<file path="src/rtl/mem_arbiter_if.sv">
// Requester/memory side signals of the node-memory arbiter.
// The arbiter uses the slave view; the requester/memory environment drives the master view.
interface mem_arbiter_if #(
   parameter int MEM_WIDTH = 8
);
   logic [7:0]           req;
   logic [7:0]           rd;
   logic [7:0]           wr;
   logic [7:0]           gnt;
   logic [2:0]           select;
   logic                 mem_re;
   logic                 mem_we;
   logic [MEM_WIDTH-1:0] mem_rdata;
   logic [MEM_WIDTH-1:0] rdata;
   logic [7:0]           rvalid;
   logic                 timeout;

   modport master (
      output req, rd, wr, mem_rdata,
      input  gnt, select, mem_re, mem_we, rdata, rvalid, timeout
   );

   modport slave (
      input  req, rd, wr, mem_rdata,
      output gnt, select, mem_re, mem_we, rdata, rvalid, timeout
   );
endinterface

</file>
<file path="src/rtl/mem_arbiter.sv">
// Round-robin arbiter for the 8 blocks sharing the node memory, with tagged read-return routing.
// Optional owner watchdog is compiled in when ARB_TIMEOUT_EN is defined.
//
// state | meaning
// IDLE  | no owner; next requester after ptr is granted
// GRANT | one owner; its strobes are forwarded to memory
// DRAIN | owner released; waiting for its reads to come back
module mem_arbiter #(
   parameter int WORD_WIDTH = 16,
   parameter int MEM_WIDTH  = 8,
   parameter int RD_LATENCY = 2
) (
   input  logic         clk,
   input  logic         rst,
   mem_arbiter_if.slave bus
);

   if (WORD_WIDTH < 1 || RD_LATENCY < 1 || RD_LATENCY > 4) begin : g_param_check
      $error("mem_arbiter: RD_LATENCY must be 1..4 and WORD_WIDTH positive");
   end

   typedef enum logic [1:0] {
      S_IDLE  = 2'd0,
      S_GRANT = 2'd1,
      S_DRAIN = 2'd2
   } state_t;

   state_t               state_q, state_d;
   logic [7:0]           gnt_q, gnt_d;
   logic [2:0]           sel_q, sel_d;
   logic [2:0]           ptr_q, ptr_d;

   logic                 pick_hit;
   logic [2:0]           pick_idx;
   logic [2:0]           cand;

   logic                 owner_live_raw;
   logic                 owner_live;
   logic                 force_rel;
   logic                 mem_re_c;
   logic                 mem_we_c;

   logic [RD_LATENCY-1:0] pipe_vld;
   logic [2:0]            pipe_tag [RD_LATENCY];
   logic [2:0]            inflight;
   logic [MEM_WIDTH-1:0]  rdata_q;
   logic [7:0]            rvalid_q;

   // First requesting index strictly after ptr, wrapping; ptr itself is checked last.
   always_comb begin
      pick_hit = 1'b0;
      pick_idx = ptr_q;
      cand     = '0;
      for (int k = 1; k <= 8; k++) begin
         cand = ptr_q + 3'(k);
         if (!pick_hit && bus.req[cand]) begin
            pick_hit = 1'b1;
            pick_idx = cand;
         end
      end
   end

   always_comb begin
      inflight = '0;
      for (int k = 0; k < RD_LATENCY; k++) begin
         inflight = inflight + {2'b00, pipe_vld[k]};
      end
   end

   assign owner_live_raw = (state_q == S_GRANT) && gnt_q[sel_q] && bus.req[sel_q];
   assign owner_live     = owner_live_raw && !force_rel;
   assign mem_re_c       = owner_live && bus.rd[sel_q];
   assign mem_we_c       = owner_live && bus.wr[sel_q] && !bus.rd[sel_q];

   always_ff @(posedge clk) begin
      if (rst) begin
         state_q <= S_IDLE;
         gnt_q   <= '0;
         sel_q   <= '0;
         ptr_q   <= 3'd7;
      end else begin
         state_q <= state_d;
         gnt_q   <= gnt_d;
         sel_q   <= sel_d;
         ptr_q   <= ptr_d;
      end
   end

   always_comb begin
      state_d = state_q;
      gnt_d   = gnt_q;
      sel_d   = sel_q;
      ptr_d   = ptr_q;
      case (state_q)
         S_IDLE: begin
            gnt_d = '0;
            if (pick_hit) begin
               gnt_d   = 8'd1 << pick_idx;
               sel_d   = pick_idx;
               state_d = S_GRANT;
            end
         end
         S_GRANT: begin
            if (!bus.req[sel_q] || force_rel) begin
               gnt_d   = '0;
               ptr_d   = sel_q;
               state_d = (inflight != 3'd0) ? S_DRAIN : S_IDLE;
            end
         end
         S_DRAIN: begin
            gnt_d = '0;
            if (inflight == 3'd0) begin
               state_d = S_IDLE;
            end
         end
         default: begin
            gnt_d   = '0;
            state_d = S_IDLE;
         end
      endcase
   end

   // Each read carries its issuer's tag so the response follows the issuer, not the current owner.
   always_ff @(posedge clk) begin
      if (rst) begin
         pipe_vld <= '0;
         for (int k = 0; k < RD_LATENCY; k++) begin
            pipe_tag[k] <= '0;
         end
         rdata_q  <= '0;
         rvalid_q <= '0;
      end else begin
         pipe_vld[0] <= mem_re_c;
         pipe_tag[0] <= sel_q;
         for (int k = 1; k < RD_LATENCY; k++) begin
            pipe_vld[k] <= pipe_vld[k-1];
            pipe_tag[k] <= pipe_tag[k-1];
         end
         rvalid_q <= pipe_vld[RD_LATENCY-1] ? (8'd1 << pipe_tag[RD_LATENCY-1]) : 8'd0;
         if (pipe_vld[RD_LATENCY-1]) begin
            rdata_q <= bus.mem_rdata;
         end
      end
   end

`ifdef ARB_TIMEOUT_EN
   logic [7:0] idle_cnt_q;
   logic       timeout_q;
   logic       owner_strobe;

   assign owner_strobe = owner_live_raw && (bus.rd[sel_q] || bus.wr[sel_q]);
   assign force_rel    = (state_q == S_GRANT) && (idle_cnt_q == 8'hFF);

   // Counter only runs while the same owner keeps the grant; any exit restarts it.
   always_ff @(posedge clk) begin
      if (rst) begin
         idle_cnt_q <= '0;
         timeout_q  <= 1'b0;
      end else begin
         if (state_q == S_GRANT && state_d == S_GRANT) begin
            idle_cnt_q <= owner_strobe ? 8'd0 : idle_cnt_q + 8'd1;
         end else begin
            idle_cnt_q <= '0;
         end
         if (force_rel) begin
            timeout_q <= 1'b1;
         end
      end
   end

   assign bus.timeout = timeout_q;
`else
   assign force_rel   = 1'b0;
   assign bus.timeout = 1'b0;
`endif

   assign bus.gnt    = gnt_q;
   assign bus.select = sel_q;
   assign bus.mem_re = mem_re_c;
   assign bus.mem_we = mem_we_c;
   assign bus.rdata  = rdata_q;
   assign bus.rvalid = rvalid_q;

endmodule

</file>
<file path="src/flat_wrapper.sv">
// flat-port wrapper written by rule: the top's interface ports become plain ports
module mem_arbiter_flat 
#(
   parameter int WORD_WIDTH = 16,
   parameter int MEM_WIDTH  = 8,
   parameter int RD_LATENCY = 2
)
  (clk, rst, bus_req, bus_rd, bus_wr, bus_mem_rdata, bus_gnt, bus_select, bus_mem_re, bus_mem_we, bus_rdata, bus_rvalid, bus_timeout);
  mem_arbiter_if #(.MEM_WIDTH(MEM_WIDTH)) bus_i ();
  input  logic clk;
  input  logic rst;
  input wire logic [$bits(bus_i.req)-1:0] bus_req;
  input wire logic [$bits(bus_i.rd)-1:0] bus_rd;
  input wire logic [$bits(bus_i.wr)-1:0] bus_wr;
  input wire logic [$bits(bus_i.mem_rdata)-1:0] bus_mem_rdata;
  output wire logic [$bits(bus_i.gnt)-1:0] bus_gnt;
  output wire logic [$bits(bus_i.select)-1:0] bus_select;
  output wire logic [$bits(bus_i.mem_re)-1:0] bus_mem_re;
  output wire logic [$bits(bus_i.mem_we)-1:0] bus_mem_we;
  output wire logic [$bits(bus_i.rdata)-1:0] bus_rdata;
  output wire logic [$bits(bus_i.rvalid)-1:0] bus_rvalid;
  output wire logic [$bits(bus_i.timeout)-1:0] bus_timeout;
  assign bus_i.req = bus_req;
  assign bus_i.rd = bus_rd;
  assign bus_i.wr = bus_wr;
  assign bus_i.mem_rdata = bus_mem_rdata;
  assign bus_gnt = bus_i.gnt;
  assign bus_select = bus_i.select;
  assign bus_mem_re = bus_i.mem_re;
  assign bus_mem_we = bus_i.mem_we;
  assign bus_rdata = bus_i.rdata;
  assign bus_rvalid = bus_i.rvalid;
  assign bus_timeout = bus_i.timeout;
  mem_arbiter #(.WORD_WIDTH(WORD_WIDTH), .MEM_WIDTH(MEM_WIDTH), .RD_LATENCY(RD_LATENCY)) u_core (.clk(clk), .rst(rst), .bus(bus_i));
endmodule
</file>
<file path="config.mk">
export PLATFORM = sky130hd
export DESIGN_NAME = mem_arbiter_flat
export DESIGN_NICKNAME = d
export VERILOG_FILES = /design/src/rtl/mem_arbiter_if.sv /design/src/rtl/mem_arbiter.sv /design/src/flat_wrapper.sv
export SDC_FILE = /design/constraint.sdc
export NUM_CORES = 1
export LEC_CHECK = 0
export BUFFER_PORTS_ARGS = -buffer_cell sky130_fd_sc_hd__buf_4
export CELL_PAD_IN_SITES_DETAIL_PLACEMENT = 1
export CELL_PAD_IN_SITES_GLOBAL_PLACEMENT = 1
export CORE_MARGIN = 10
export CORE_UTILIZATION = 41
export CTS_CLUSTER_SIZE = 10
export DETAILED_ROUTE_END_ITERATION = 16
export GPL_TIMING_DRIVEN = 0
export PLACE_DENSITY = 0.83
export SYNTH_ARGS = -nofsm -noshare
export SYNTH_HDL_FRONTEND = slang
export SYNTH_SLANG_ARGS = --single-unit
</file>
<file path="constraint.sdc">
create_clock -name clk -period 4.6 [get_ports clk]
set_input_delay 0.69 -clock clk [delete_from_list [all_inputs] [get_ports clk]]
set_output_delay 0.69 -clock clk [all_outputs]
set_load 0.02 [all_outputs]
</file>
==> results.sh <==
export IMPL_syn_avg_cell_area_um2=10.2
export IMPL_final_area_um2=3270
export IMPL_power_mw=1.91
export IMPL_reg2reg_to="u_core.bus.gnt[5]$_SDFFE_PP0P_"
export IMPL_vias=2367
export IMPL_synth_top_area_share=0.308
export IMPL_wl_per_cell_um=20.0
export IMPL_syn_area_um2=2600
export IMPL_drt_iter0_markers=97
export IMPL_fin_nets=359
export IMPL_required_ps=4780
export IMPL_initial_core_util=0.431
export IMPL_start_kind="register"
export IMPL_cts_setup_buffers=0
export IMPL_cts_hold_buf=0
export IMPL_ys_top_cells_by_area="dfxtp_1 31%, mux4_2 12%, mux2i_1 10%"
export IMPL_drv_slew=0
export IMPL_synthArstFlopShare=0
export IMPL_power_density_nw_per_um2=585
export IMPL_htreeDepth=2
export IMPL_synth_edf_count=0
export IMPL_grt_remaining_overflow=0
export IMPL_critPathArrivalTime_ps=4450
export IMPL_cts_made_buffers=5
export IMPL_rsz0062_at_grt="no"
export IMPL_maxCapViolCount=0
export IMPL_final_hold_viol_count=0
export IMPL_cts_root_buf="clkbuf_8"
export IMPL_wl_um=7990
export IMPL_place_ws_ps=395
export IMPL_fmax_mhz=234
export IMPL_syn_num_nets=290
export IMPL_routabilityCongestion=0.926
export IMPL_reg2reg_slack_ps=330
export IMPL_yosys_area_top_type="dfxtp_1"
export IMPL_grt_pass1_vias=2398
export IMPL_slew_headroom=0.531
export IMPL_tightest_slew_ps=703
export IMPL_syn_to_final_growth_pct=25.8
export IMPL_register_area_um2=801
export IMPL_hp_class="reg2reg"
export IMPL_path_clk_slew_ps=80
export IMPL_dp_hpwl_um=6240
export IMPL_cp_end_kind="register"
export IMPL_synth_yosys_seq_area_share=0.308
export IMPL_cts_tree="built"
export IMPL_path_max_fanout=10
export IMPL_fp_dieH_um=99.6
export IMPL_numPortBuffers=62
export IMPL_cts_sinks=40
export IMPL_num_antenna_cells=0
export IMPL_place_area_um2=3160
export IMPL_synthDistinctLibCells=56
export IMPL_synth_cells=254
export IMPL_synth_common_cells="40 x dfxtp_1, 26 x mux2i_1, 26 x nor2_1"
export IMPL_setup_viol=0
export IMPL_worstHoldEndpoint="u_core.pipe_tag[0][3]$_SDFF_PP0_"
export IMPL_synth_most_common_cell="dfxtp_1"
export IMPL_final_layout_size_suffix_gt1_frac=0.352
export IMPL_ff2ff_path_depth=14
export IMPL_multi_input_comb_area_um2=1670
export IMPL_period_needed_ps=4270
export IMPL_dieArea_um2=9920
export IMPL_fin_util=0.542
export IMPL_nFillCells=689
export IMPL_clk_path_buf_depth=2
export IMPL_finalWorstSetupSlack_ps=332
export IMPL_ys_warn_count=0
export IMPL_via_per_inst=5.93
export IMPL_outcome="complete, no violations"
export IMPL_top_level_ports=64
export IMPL_drtAntennaViolNets=0
export IMPL_fp_coreArea_um2=6030
export IMPL_ys_seq_elements=40
export IMPL_gr_usage_all_layers=0.153
export IMPL_clk_latency_ps=290
export IMPL_die_w_um=99.6
export IMPL_vdd_drop_max_v=0.000287
export IMPL_min_path_cells=1
export IMPL_synth_ff_type="dfxtp_1"
export IMPL_rr_startpoint="u_core.ptr_q[0]$_SDFFE_PP1P_"
export IMPL_grt_pass1_wl_um=12500
export IMPL_cts_resized=0
export IMPL_finClkSkew_ps=2.05
export IMPL_route_detailed_drc=0
export IMPL_p_leak_nw=1.32
export IMPL_crit_type="reg2reg"
export IMPL_fin_crit_sh=0.928
export IMPL_grt_start_max_net_pins=14
export IMPL_hold_start="u_core.pipe_tag[0][0]$_SDFF_PP0_"
export IMPL_drt_pass1_iterations=4
export IMPL_core_rowCount=28
export IMPL_setup_tns_final_ps=0
export IMPL_antenna_found_initial=0
==> metrics by stage <==
stage,instances,hold WS (ps)
floorplan,254,414
global placement,391,418
detailed placement,391,437
CTS,399,455
global route,399,475
finish,399,452
==> report_power, final <==
part | switching (mW) | internal [mW] | total, mW
Sequential | 0.0416 | 0.398 | 0.440
Combinational | 0.677 | 0.507 | 1.18
Clock | 0.126 | 0.161 | 0.286
Total | 0.844 | 1.07 | 1.91
==> layout by cell type (no fill, tap or decap), types with 3 or more instances in the layout <==
cell type  count
nor3_1         7
inv_1          8
mux2_2         7
dfxtp_1       40
nand3_1        5
clkbuf_8       5
mux4_2        14
buf_2          3
a32o_1         8
clkbuf_1       4
o21ai_0        4
nor2_1        26
o21a_1         3
buf_1          3
mux2i_1       26
nand2b_1       7
a31oi_1        4
nand2_1       10
nor2b_1       12
buf_6          4
o22ai_1        5
buf_4         63
a21oi_1        9
==> metal layers <==
metal | GRT usage | up-vias | part of all wire
met5 | 0 | - | 0
met4 | 0.0375 | 0 | 0.015
met3 | 0.0304 | 10 | 0.042
met2 | 0.266 | 76 | 0.51
met1 | 0.188 | 1190 | 0.44
li1 | - | 1091 | -
==> cells by family (layout without fill, tap and decap cells) <==
| group | after synthesis | count (layout) | synth area share |
|---|---|---|---|
| buf+inv | 23 | 93 | 0.0477 |
| other cells | 1 | 1 | 0.00144 |
| mux | 50 | 50 | 0.278 |
| xor+xnor | 3 | 3 | 0.0246 |
| fa+ha+maj | 2 | 2 | 0.00964 |
| simple gates | 84 | 84 | 0.174 |
| compound gates | 51 | 51 | 0.157 |
| flops | 40 | 40 | 0.308 |
==> layout make-up <==
class,count,area share
multi-input combinational,191,0.512
sequential,40,0.245
timing repair buffer,62,0.142
buffer,15,0.0287
tap,75,0.0287
clock buffer,5,0.0211
clock inverter,3,0.0130
inverter,8,0.00919
==> worst max-delay path, stage by stage (launching register included) <==
cell and delay [ps]:
dfxtp_1 360, buf_6 140, buf_2 230, buf_2 290, inv_1 190, ha_1 330, buf_6 160, mux4_1 680
mux2_2 350, o21ai_0 120, a21oi_2 90, mux2i_1 130, or4_4 590, nor3b_2 210, a32o_1 290
==> worst max path at each step <==
stage	from	to	slack [ps]	cells after the start
finish	u_core.ptr_q[0]$_SDFFE_PP1P_	u_core.bus.gnt[5]$_SDFFE_PP0P_	330	14
global route	u_core.ptr_q[0]$_SDFFE_PP1P_	u_core.bus.gnt[5]$_SDFFE_PP0P_	140	14
CTS	u_core.ptr_q[0]$_SDFFE_PP1P_	u_core.bus.gnt[5]$_SDFFE_PP0P_	370	14
detailed placement	u_core.ptr_q[0]$_SDFFE_PP1P_	u_core.bus.gnt[5]$_SDFFE_PP0P_	390	14
global placement	u_core.ptr_q[0]$_SDFFE_PP1P_	u_core.bus.gnt[7]$_SDFFE_PP0P_	470	14
floorplan	u_core.ptr_q[0]$_SDFFE_PP1P_	u_core.bus.gnt[1]$_SDFFE_PP0P_	860	14
==> state kept, by name (all words and copies together), names as in the netlist <==
register / count
u_core.ptr_q: 3
u_core.bus.select: 3
u_core.state_q: 2
u_core.bus.rvalid: 8
u_core.bus.rdata: 8
u_core.pipe_tag: 6
u_core.bus.gnt: 8
u_core.pipe_vld: 2
Power figures use the tool's default switching activity.
